===== config.mk =====
export PLATFORM = sky130hd
export DESIGN_NAME = pc_gen
export DESIGN_NICKNAME = d
export VERILOG_FILES = /design/src/rtl/pc_pkg.sv /design/src/rtl/pc_next_sel.sv /design/src/rtl/pc_gen.sv
export SDC_FILE = /design/constraint.sdc
export NUM_CORES = 1
export LEC_CHECK = 0
export ABC_AREA = 0
export ABC_CLOCK_PERIOD_IN_PS = 1900
export CAP_MARGIN = 25
export CORE_MARGIN = 8
export CORE_UTILIZATION = 40
export DETAILED_ROUTE_END_ITERATION = 7
export PLACE_DENSITY = 0.77
export SLEW_MARGIN = 10
export SYNTH_ARGS = -nofsm -noshare
export SYNTH_HDL_FRONTEND = slang
export SYNTH_SLANG_ARGS = --single-unit

===== constraint.sdc =====
create_clock -name clk -period 1.9 [get_ports clk]
set_input_delay 0.285 -clock clk [delete_from_list [all_inputs] [get_ports clk]]
set_output_delay 0.285 -clock clk [all_outputs]
set_load 0.01 [all_outputs]

===== src/rtl/pc_pkg.sv =====
// Shared types and default constants for the program-counter generator.
// Kept separate so the selector, the register file and the bench agree on encodings.
package pc_pkg;

  typedef enum logic {
    NORMAL  = 1'b0,
    HANDLER = 1'b1
  } pc_state_t;

  // Which source produced the next pc; exported for debug observation only.
  typedef enum logic [2:0] {
    SEL_HOLD   = 3'd0,
    SEL_SEQ    = 3'd1,
    SEL_BRANCH = 3'd2,
    SEL_EXC    = 3'd3,
    SEL_ERET   = 3'd4
  } pc_sel_t;

  localparam logic [31:0] PC_RESET_VEC = 32'h0000_3000;
  localparam logic [31:0] PC_EXC_VEC   = 32'h0000_4180;
  localparam int          PC_STEP      = 4;

endpackage


===== src/rtl/pc_next_sel.sv =====
// Combinational next-pc / next-state selection for pc_gen.
// Also produces the sequential address and the misalignment flag from the current pc.
module pc_next_sel
  import pc_pkg::*;
#(
  parameter int               WIDTH   = 32,
  parameter logic [WIDTH-1:0] EXC_VEC = WIDTH'(PC_EXC_VEC),
  parameter int               STEP    = PC_STEP
) (
  input  pc_state_t        state,
  input  logic [WIDTH-1:0] pc,
  input  logic [WIDTH-1:0] epc,
  input  logic             en,
  input  logic             br_valid,
  input  logic [WIDTH-1:0] br_target,
  input  logic             exc_req,
  input  logic             eret,
  output logic [WIDTH-1:0] pc_seq,
  output logic             misalign,
  output logic [WIDTH-1:0] next_pc,
  output logic [WIDTH-1:0] next_epc,
  output pc_state_t        next_state,
  output pc_sel_t          sel
);

  localparam logic [WIDTH-1:0] STEP_W = WIDTH'(STEP);

  // Plain modular add: running off the top of the address space wraps silently.
  assign pc_seq   = pc + STEP_W;
  assign misalign = (pc % STEP_W) != '0;

  // Request semantics: br_valid, exc_req and eret are single-cycle requests
  // sampled on the rising edge; there is no ready, a request is either acted on
  // at that edge or dropped. exc_req only counts in NORMAL and eret only in
  // HANDLER; an accepted one overrides en, so a stall never hides it.
  always_comb begin
    next_pc    = pc;
    next_epc   = epc;
    next_state = state;
    sel        = SEL_HOLD;

    if (state == NORMAL && exc_req) begin
      next_pc    = EXC_VEC;
      next_epc   = pc;
      next_state = HANDLER;
      sel        = SEL_EXC;
    end else if (state == HANDLER && eret) begin
      next_pc    = epc;
      next_state = NORMAL;
      sel        = SEL_ERET;
    end else if (en) begin
      if (br_valid) begin
        // Targets are taken verbatim; alignment is reported, never enforced.
        next_pc = br_target;
        sel     = SEL_BRANCH;
      end else begin
        next_pc = pc_seq;
        sel     = SEL_SEQ;
      end
    end
  end

endmodule


===== src/rtl/pc_gen.sv =====
// Program-counter generator: pc/epc/state registers around pc_next_sel.
// Reset is asynchronous active-low and forces the reset vector into both pc and epc.
module pc_gen
  import pc_pkg::*;
#(
  parameter int               WIDTH     = 32,
  parameter logic [WIDTH-1:0] RESET_VEC = WIDTH'(PC_RESET_VEC),
  parameter logic [WIDTH-1:0] EXC_VEC   = WIDTH'(PC_EXC_VEC),
  parameter int               STEP      = PC_STEP
) (
  input  logic             clk,
  input  logic             reset,
  input  logic             en,
  input  logic             br_valid,
  input  logic [WIDTH-1:0] br_target,
  input  logic             exc_req,
  input  logic             eret,
  output logic [WIDTH-1:0] pc,
  output logic [WIDTH-1:0] pc_seq,
  output logic [WIDTH-1:0] epc,
  output logic             in_handler,
  output logic             misalign,
  output pc_state_t        dbg_state,
  output pc_sel_t          dbg_sel
);

  logic [WIDTH-1:0] pc_q;
  logic [WIDTH-1:0] epc_q;
  pc_state_t        state_q;
  logic [WIDTH-1:0] next_pc;
  logic [WIDTH-1:0] next_epc;
  pc_state_t        next_state;

  pc_next_sel #(
    .WIDTH   (WIDTH),
    .EXC_VEC (EXC_VEC),
    .STEP    (STEP)
  ) u_next_sel (
    .state      (state_q),
    .pc         (pc_q),
    .epc        (epc_q),
    .en         (en),
    .br_valid   (br_valid),
    .br_target  (br_target),
    .exc_req    (exc_req),
    .eret       (eret),
    .pc_seq     (pc_seq),
    .misalign   (misalign),
    .next_pc    (next_pc),
    .next_epc   (next_epc),
    .next_state (next_state),
    .sel        (dbg_sel)
  );

  // Reset mid-handler drops the saved return address along with the state.
  always_ff @(posedge clk or negedge reset) begin
    if (!reset) begin
      pc_q    <= RESET_VEC;
      epc_q   <= RESET_VEC;
      state_q <= NORMAL;
    end else begin
      pc_q    <= next_pc;
      epc_q   <= next_epc;
      state_q <= next_state;
    end
  end

  assign pc         = pc_q;
  assign epc        = epc_q;
  assign in_handler = (state_q == HANDLER);
  assign dbg_state  = state_q;

endmodule


==> reports/qor.yml <==
status: "complete, but fails checks"
violations: "negative setup slack"
whs_ns: 0.4395
grt_pass1_wl_um: 24960
synth_cell_types: 55
drtIter0Drc: 360
final_cell_area_mm2: 0.006663
synth_largest_area_cell: "dfrtp_1"
synth_common_cells: "nand2_1 (134), dfrtp_1 (61), o21ai_0 (24), xnor2_1 (21), clkbuf_1 (18)"
critPathMaxStageDelay_ns: 0.55
peakVddDrop_v: 0.0005102
fp.dieArea_mm2: 0.01266
drt_first_pass_iters: 5
cp-start-kind: "register"
p_leak_uw: 0.003356
netlist_instances: 442
ys_seq_area_share_pct: 43.80
layout-drive-gt1-share_pct: 34.68
synth_top_area_share_pct: 40.98
end_kind: "primary output"
fin_ws_ns: -0.5105
htree_levels: 3
totalWireLength_um: 16410
vias_per_cell: 5.682
synth.most_common_cell: "nand2_1"
drc: 0
nets: 729
netlist_area_mm2: 0.003725
placed_cell_area_mm2: 0.005941
clkTransAtPathRegs_ns: 0.07
rows: 35
yosys_most_used_dff: "dfrtp_1"
synth-seq-cells: 65
fillers: 638
grt_pass1_vias: 4747
fmax_mhz: 414.9
cp_data_required_time_ns: 1.62
core_mm2: 0.009153
vias: 4580
start_util_pct: 40.70
synth_nets: 481
skew_ns: 0.005917
clkSinkCount: 65
ios: 140
gp_congestion: 0.8827
antenna_found_initial: 0
critical_path_cell_count: 7
num_antenna_cells: 0
hold_viol: 0
fin_crit_sh_pct: 126.9
finalMaxSlewViolations: 0
synth_edf_count: 0
insertion_delay_ns: 0.36
min_period_ns: 2.410
crit_buf_inv: 3
cp_slowest_cell: "dfstp_2"
route.antenna.remaining_nets: 0
ff2ff_setup_slack_ns: -0.10
dp.final_hpwl_um: 10860
clk_root_buffer_cell: "clkbuf_8"
crit_family: "flip-flops"
cts_buffers: 9
synth.avg_cell_area_um2: 8.427
r2r_cells: 6
area_growth_syn_to_layout_pct: 78.87
ys_top_cells_by_area: "dfrtp_1 (41%), nand2_1 (14%), xnor2_1 (4.9%), o21ai_0 (3.2%), a21o_1 (3.0%)"
worstMarginPinSlew_ns: 0.4035
total_power_uw: 6175
clk_path_buf_depth: 2
maxCapViolations: 0
cp_max_fo: 3
overflow: 0
die_h_um: 112.5
worst_hold_path_type: "in -> async"
die_x_um: 112.5
crit_type: "reg -> out"
place_ws_ns: -0.5134
grtUsageTotal_pct: 25.13
finalSetupViolCount: 29
worstPathArrival_ns: 2.13
async_flop_share_pct: 100.0
io_buffers: 139
rsz0062_at_grt: "yes"
yosysWarnings: 0
path_cells: "nand4_4 > buf_6 > buf_12 > nor4_4 > nand4_1 > xnor2_1 > buf_2"
slew_headroom_pct: 73.10
grt_max_degree: 66
cellPowerDensity_mw_per_mm2: 926.8
setup_tns_ns: -8.425
wl_per_cell_um: 20.35
cts_tree: "yes"
[cell usage in the layout (no fill, tap or decap), types with 4 or more instances in the layout]
cell / n
nand2_2: 4
nand4_1: 10
nor2_4: 4
dfrtp_1: 57
nand3_1: 9
nor4_4: 4
xnor2_2: 13
xnor2_1: 7
clkbuf_8: 10
inv_1: 9
nor2_1: 11
nand3_4: 4
buf_12: 6
buf_4: 106
o21ai_0: 19
nand2_1: 128
dlygate4sd2_1: 7
buf_6: 17
dfrtp_2: 4
clkinv_2: 4
clkdlybuf4s50_1: 101
buf_2: 26
a22oi_1: 12
o21ai_1: 4
dfstp_2: 4
o22ai_1: 4
a21o_1: 15
a21oi_1: 15
[metal layers]
layer | GRT usage (%) | vias up | wire, um
met1 | 28.35 | 2255 | 6115
li1 | - | 2028 | -
met4 | 9.622 | 0 | 433
met2 | 44.00 | 253 | 8459
met3 | 7.139 | 44 | 1397
met5 | 0 | - | 0
[repair_timing]
item                                    4_1_cts  5_1_grt
resized for setup                           179       36
pin swaps                                    34       30
endpoints found under the setup margin       36       42
hold buffers                                  1        0
setup buffers                                23       16
hold endpoints to repair                     61        0
[sequential cells by signal (all words and copies together) (netlist names)]
register   flops
dbg_state      1
epc           32
pc            32
[through the flow]
stage / util [%] / instances
3_3_place_gp: 64.91 / 760
3_5_place_dp: 64.91 / 760
4_1_cts: 70.42 / 797
6_report: 72.80 / 806
2_1_floorplan: - / 442
5_1_grt: 72.80 / 806
[power by group]
part	switching, uW	internal (uW)	total [uW]
clock network	600	633	1230
registers	301	1720	2020
logic	1390	1530	2920
[final cells by class]
type	count	area [um2]	area share (%)
timing repair buffer	268	2362	35.46
multi-input combinational	335	2288	34.35
sequential	65	1637	24.56
tap	111	138.9	2.085
clock buffer	10	137.6	2.066
clock inverter	6	57.56	0.8638
inverter	11	41.29	0.6197
[worst reg2reg max path, cell delays in order, from the launching register on]
cell and delay (ns):
dfstp_2 0.55, nand4_4 0.13, nor4_4 0.32, nand4_1 0.25
xnor2_1 0.21, buf_4 0.15, a221o_1 0.28
[path summary, 6_finish.rpt]
kind / startpoint / endpoint
max reg2reg: pc[12] / pc[31]
min: reset / epc[11]
min in group clk: epc[27] / epc[27]
max: pc[12] / pc_seq[26]
max in group asynchronous: reset / pc[13]
min reg2reg: epc[27] / epc[27]
[cells by family after synthesis]
logic type	Yosys count	synth area share [%]
AOI/OAI and AO/OA	100	18.11
buffers and inverters	42	4.770
xor gates and xnor gates	26	6.114
and+or+nand+nor	204	25.76
adders and majority gates	1	0.3359
DFF	65	43.80
muxes	4	1.109
No activity file was read; power rests on OpenSTA's default activity.
